**src/rtl/pc_pkg.sv**
```systemverilog
// Shared types and constants for the program-counter sequencer.
// DEF_DONE_PC is also used as the branch LUT's default entry.
package pc_pkg;

    typedef enum logic [1:0] {
        IDLE,
        RUN,
        DONE
    } pc_state_t;

    localparam int PC_W         = 12;
    localparam int LUT_IDX_W    = 5;
    localparam int CNT_W        = 16;
    localparam int DEF_START_PC = 0;
    localparam int DEF_DONE_PC  = 71;

endpackage

```
**src/rtl/pc_next_calc.sv**
```systemverilog
// Combinational next-PC selection: taken branch or pc + 1.
// Also flags the terminal address and the top-of-range PC.
module pc_next_calc
    import pc_pkg::*;
#(
    parameter int D       = PC_W,
    parameter int DONE_PC = DEF_DONE_PC
) (
    input  logic [D-1:0] pc,
    input  logic         br_en,
    input  logic         br_cond,
    input  logic [D-1:0] lut_target,
    output logic [D-1:0] pc_next,
    output logic         taken,
    output logic         hit_done,
    output logic         wrap
);

    localparam logic [D-1:0] DONE_V = D'(DONE_PC);

    assign taken    = br_en & br_cond;
    assign pc_next  = taken ? lut_target : pc + 1'b1;
    assign hit_done = (pc_next == DONE_V);
    // wrap means pc sits at the top of the range; the caller
    // combines it with !taken to detect a sequential wrap
    assign wrap     = (pc == {D{1'b1}});

endmodule

```
**src/rtl/pc_sequencer.sv**
```systemverilog
// Program-counter sequencer: IDLE/RUN/DONE control, fetch PC,
// branch-target LUT indexing and retired-instruction counter.
module pc_sequencer
    import pc_pkg::*;
#(
    parameter int D        = PC_W,
    parameter int A        = LUT_IDX_W,
    parameter int START_PC = DEF_START_PC,
    parameter int DONE_PC  = DEF_DONE_PC,
    parameter int CW       = CNT_W
) (
    input  logic          clk,
    input  logic          reset,
    input  logic          start,
    input  logic          stall,
    input  logic          br_en,
    input  logic          br_cond,
    input  logic [A-1:0]  br_idx,
    output logic [A-1:0]  lut_addr,
    input  logic [D-1:0]  lut_target,
    output logic [D-1:0]  pc,
    output logic          busy,
    output logic          done,
    output logic          overflow,
    output logic [CW-1:0] instr_cnt
);

    localparam logic [D-1:0] START_V = D'(START_PC);

    pc_state_t     state, state_d;
    logic [D-1:0]  pc_d;
    logic [CW-1:0] cnt_d;
    logic          ovf_d;

    logic [D-1:0]  pc_next;
    logic          taken;
    logic          hit_done;
    logic          wrap;
    logic          seq_wrap;

    assign lut_addr = br_idx;

    pc_next_calc #(
        .D       (D),
        .DONE_PC (DONE_PC)
    ) u_next (
        .pc         (pc),
        .br_en      (br_en),
        .br_cond    (br_cond),
        .lut_target (lut_target),
        .pc_next    (pc_next),
        .taken      (taken),
        .hit_done   (hit_done),
        .wrap       (wrap)
    );

    assign seq_wrap = wrap & ~taken;

    always_comb begin
        state_d = state;
        pc_d    = pc;
        cnt_d   = instr_cnt;
        ovf_d   = overflow;
        unique case (state)
            IDLE: begin
                pc_d = START_V;
                if (start) begin
                    state_d = RUN;
                    cnt_d   = '0;
                    ovf_d   = 1'b0;
                end
            end
            RUN: begin
                if (!stall) begin
                    pc_d  = pc_next;
                    cnt_d = (&instr_cnt) ? instr_cnt
                                         : instr_cnt + 1'b1;
                    if (hit_done) begin
                        state_d = DONE;
                    end else if (seq_wrap) begin
                        state_d = DONE;
                        ovf_d   = 1'b1;
                    end
                end
            end
            DONE: begin
                if (start) begin
                    state_d = RUN;
                    pc_d    = START_V;
                    cnt_d   = '0;
                    ovf_d   = 1'b0;
                end
            end
            default: begin
                state_d = IDLE;
                pc_d    = START_V;
            end
        endcase
    end

    always_ff @(posedge clk) begin
        if (reset) begin
            state     <= IDLE;
            pc        <= START_V;
            instr_cnt <= '0;
            overflow  <= 1'b0;
        end else begin
            state     <= state_d;
            pc        <= pc_d;
            instr_cnt <= cnt_d;
            overflow  <= ovf_d;
        end
    end

    assign busy = (state == RUN);
    assign done = (state == DONE);

endmodule

```
**config.mk**
```make
export PLATFORM = sky130hd
export DESIGN_NAME = pc_sequencer
export DESIGN_NICKNAME = d
export VERILOG_FILES = /design/src/rtl/pc_pkg.sv /design/src/rtl/pc_next_calc.sv /design/src/rtl/pc_sequencer.sv
export SDC_FILE = /design/constraint.sdc
export NUM_CORES = 1
export LEC_CHECK = 0
export CORE_ASPECT_RATIO = 1.25
export CORE_MARGIN = 3
export CORE_UTILIZATION = 25
export CTS_BUF_LIST = sky130_fd_sc_hd__clkbuf_16
export DETAILED_ROUTE_END_ITERATION = 10
export GPL_TIMING_DRIVEN = 1
export PLACE_DENSITY = 0.45
export REMOVE_ABC_BUFFERS = 1
export SKIP_LAST_GASP = 1
export SYNTH_ARGS = -nofsm -noshare
export SYNTH_HDL_FRONTEND = slang
export SYNTH_SLANG_ARGS = --single-unit
```
**constraint.sdc**
```tcl
create_clock -name clk -period 4.6 [get_ports clk]
set_clock_uncertainty 0.1 [all_clocks]
set_input_delay 0.92 -clock clk [delete_from_list [all_inputs] [get_ports clk]]
set_output_delay 0.92 -clock clk [all_outputs]
set_load 0.005 [all_outputs]
```
# ---- Word-level counts from Yosys, hierarchy flattened
# Cells that the tools add are included.
# W data, S select, Z words.
dict set report op_classes {
  order_cmp 0
  eq_ne 11
  mux 18
  n_shift 0
  n_div 0
  n_addsub 2
  bitwise 3
  reduce_logical 8
  mul 0
}
# cell n
set ops {}
lappend ops {{$mux W16} 3}
lappend ops {{$mux W12} 3}
lappend ops {{$pmux W16 S2} 1}
lappend ops {{$pmux W12 S2} 1}
lappend ops {{$add A16 B1 Y16 const B} 1}
lappend ops {{$reduce_and A16 Y1} 1}
lappend ops {{$add A12 B1 Y12 const B} 1}
lappend ops {{$eq A12 B12 Y1 const B} 1}
lappend ops {{$eq A12 B7 Y1 const B} 1}
lappend ops {{$mux W2} 4}
lappend ops {{$ne A2 B2 Y1 const B} 4}
lappend ops {{$reduce_and A5 Y1} 1}
lappend ops {{$mux W1} 4}
lappend ops {{$ne A2 B1 Y1 const B} 2}
lappend ops {{$pmux W2 S2} 1}
lappend ops {{$reduce_and A4 Y1} 1}
lappend ops {{$ne A3 B1 Y1 const B} 1}
lappend ops {{$reduce_and A3 Y1} 1}
lappend ops {{$and A1 B1 Y1} 2}
lappend ops {{$eq A2 B1 Y1 const B} 1}
lappend ops {{$eq A2 B2 Y1 const B} 1}
lappend ops {{$logic_not A2 Y1} 1}
lappend ops {{$pmux W1 S2} 1}
lappend ops {{$reduce_and A2 Y1} 1}
lappend ops {{other kinds (3)} 3}
dict set report word_totals {
  word_cells 46
  mem_bits_rw 0
  latchBits 0
  mem_bits_ro 0
  regBits 31
  mem_count 0
}

# ---- Depth between registers and ports, before layout
dict set report logic_depth {
  word_depth 7
  ltp_mapped 7
  depth_no_buf 7
}

# ---- Modules after synthesis
# Synthesis repeated with hierarchy kept, for this count alone.
dict set report unflattened {
  cells_unflattened 262
  area_unflattened_um2 1973.1
}
# mod area_per_inst_um2 n_inst cells_each
set modules_own_cells {}
lappend modules_own_cells {pc_sequencer 1559.0 1 198}
lappend modules_own_cells {pc_next_calc 414.1 1 64}

# ---- Worst setup path after synthesis
# No wires, ideal clock.
dict set report synth_path {
  kind {input -> register}
  start {in stall}
  end {reg instr_cnt[13]}
  stages 5
  path_buffers 0
  slack_ns 2.209
  required_time_ns 4.372
  t_arrival_ns 2.163
  setup_time_ns 0.128
  cell_sequence {or3b_1 or3_4 nor4b_2 xnor2_1 nor2_1}
}
dict set report synth_via {
  elab_chain_len 2
}
# element line_no
set synth_lines {}
lappend synth_lines {{start: declaration} pc_sequencer.sv:15} ;# input logic stall,
lappend synth_lines {{$ne A2 B2 Y1 (no line)} n/a}
lappend synth_lines {{$reduce_and A4 Y1 (no line)} n/a}
lappend synth_lines {{end signal: assignment} pc_sequencer.sv:110} ;# instr_cnt <= cnt_d;
lappend synth_lines {{end: declaration} pc_sequencer.sv:25} ;# output logic [CW-1:0] instr_cnt
# Every way passes these cells.
# A chain may end at the register's enable or synchronous reset.

# ---- Worst setup path in the final report
dict set report layout_path {
  start {in stall}
  end {reg instr_cnt[6]}
}
# Same word-level chain as after synthesis.

==> summary.txt <==
reg2reg start: pc[0]
Detailed Place HPWL: 4250 um
fill cell count: 755
Top Ports: 59
remaining antenna violation count: 0
Syn Area/Cell: 7.80 um2
area share of xor/xnor cells in the synthesized design: 0.0928
Netlist Area Pre-Place: 0.00189 mm2
final wirelength: 5840 um
synthesis-stage register bit count: 31
Final Max Slew Viols: 0
crit path max fanout: 13
# DRC: 0
WP data required: 4.71 ns
VDD IR max: 119 uV
CP Data Arrival Time: 3.00 ns
Post-synth EDFFs: 0
clock sinks: 31
nets@finish: 310
gpl congestion: 0.807
Post-CTS Setup Inserts: 0
Initial Utilization: 0.264
Post-CTS Resized: 0
critical path class: input pin to flop
area of the core: 0.00715 mm2
H-tree levels: 2
clock latency on the worst-skew pair: 0.28 ns
Non-Filler Instances: 376
Syn. warnings: 0
root buf cell: clkbuf_16
register area share after synthesis: 0.329
port bufs: 48
hold_sp: overflow
Hold Path Class: flop to flop
CTS Buf Count: 5
global-route wire length before repair: 9700 um
CTS tree: built
Worst setup SP type: input pin
Util after Layout: 0.358
largest net degree at the start of global routing: 18
vias in the first global route: 1925
gr usage total: 0.139
library cells used by synthesis: 49
RSZ-0062 raised after global routing: no
Die X: 83.7 um
Vias/cell: 5.15
Final min period: 2.89 ns
Post-Synth Simple-Gate Area: 0.341
clock buffer depth: 2
Leakage: 0.786 nW
drt first pass iters: 4
height of the die: 103 um
PwrDens: 256 mW/mm2
initial antenna violation count: 0
ys flop type: dfxtp_1
Synth top cells by count: 38 x nor2_1, 31 x dfxtp_1, 21 x nand2_1, 17 x xnor2_1, 12 x a21oi_1
max_cap viols: 0
via count: 1937
cell with the most instances after synthesis: nor2_1
Hold Violations, Final: 0
complex-gate fraction of the synthesized area: 0.174
cell type with the largest total area after synthesis: dfxtp_1
initial drt markers: 76
Async S/R FF share, synth: 0
antenna cells: 0
Tcrit/Tclk final: 0.629
placed insts: 368
Setup TNS Final: 0 ns
FMAX: 345 MHz
top-area cell type share of the netlist area: 0.329
GRT overflow: 0
clock slew at reported path FFs: 0.05 ns
layout cell share with drive strength beyond 1: 0.0455
Synth Area in Adders: 0.0133
post-synthesis mux area share: 0
die area: 0.00863 mm2
row count: 34
DR WL/cell: 15.5 um
reg2reg path depth: 6
critical path launch point: stall
setup violators final: 0
crit end category: flop
Worst Tran Pin Value: 0.834 ns
area delta synth->final: 35.6%
Slew Limit Headroom: 0.439
dominant cells by area after synthesis: dfxtp_1 33%, xnor2_1 7.9%, nor2_1 7.6%
Gate Count Post-Synth: 242
# hold bufs at CTS: 0
status: finished clean
hold depth: 2
largest family of logic cells by synthesized area: simple AND/OR/NAND/NOR gates
==> registers in the layout (all words and copies together) (netlist names) <==
signal / flops
pc: 12
state: 2
overflow: 1
instr_cnt: 16
==> per-layer routing <==
metal  up-vias  global-route usage  routed length [um]  part of all wire
li1        963                   -                   -                 -
met1       905               0.165                2690              0.46
met2        59               0.242                2760              0.47
met3        10              0.0416                 303             0.052
met4         0              0.0421                  84             0.014
met5         -                   0                   0                 0
==> layout make-up <==
cell class | count | area [um2] | area share
Tap cell | 90 | 113 | 0.0440
Sequential cell | 31 | 621 | 0.243
Timing Repair Buffer | 50 | 495 | 0.194
Clock buffer | 5 | 125 | 0.0489
Multi-Input combinational cell | 191 | 1170 | 0.458
Clock inverter | 3 | 11.3 | 0.00440
Inverter | 6 | 22.5 | 0.00880
==> stage by stage <==
stage	total power, mW	cell area (um2)	worst slack (ns)	hold slack, ns
4_1_cts	0.667	2560	1.70	0.396
6_report	0.656	2560	1.71	0.378
2_1_floorplan	0.313	1810	2.05	0.360
3_3_place_gp	0.353	2420	1.43	0.369
3_5_place_dp	0.352	2420	1.41	0.379
5_1_grt	0.685	2560	1.57	0.446
==> cell usage in the layout (no fill, tap or decap), drive strengths merged, types with 4 or more instances in the layout <==
master and instances:
nand3 11, inv 6, nor4 4, nor2 38, clkbuf 5, a21oi 12
nor3b 4, nand2 21, clkdlybuf4s50 48, a22oi 6, o21ai 14, nor4b 4
xnor2 17, dfxtp 31, nor3 9, nand4 9
==> worst max-delay path: stages <==
cell and delay (ns):
clkdlybuf4s50_1 0.49, or3b_1 0.58, or3_1 0.53, or3_1 0.34, a21oi_1 0.14
==> kinds of logic after synthesis <==
kind of cell	Yosys count
simple gates	119
buf+inv	20
fa+ha+maj	2
flops	31
xor+xnor	20
compound gates	50
==> final timing paths <==
check                      end  slack [ns]
setup / recovery  instr_cnt[6]        1.71
hold / removal        overflow        0.38
setup reg to reg      state[1]        2.23
hold reg to reg       overflow        0.38
==> power breakdown <==
group	switching [mW]	internal, mW	leakage [nW]	total, mW
clock	0.115	0.194	0.0701	0.310
combinational	0.0366	0.0326	0.465	0.0692
sequential	0.00516	0.272	0.250	0.277
total	0.157	0.499	0.786	0.656
(Power assumes the default switching activity.)
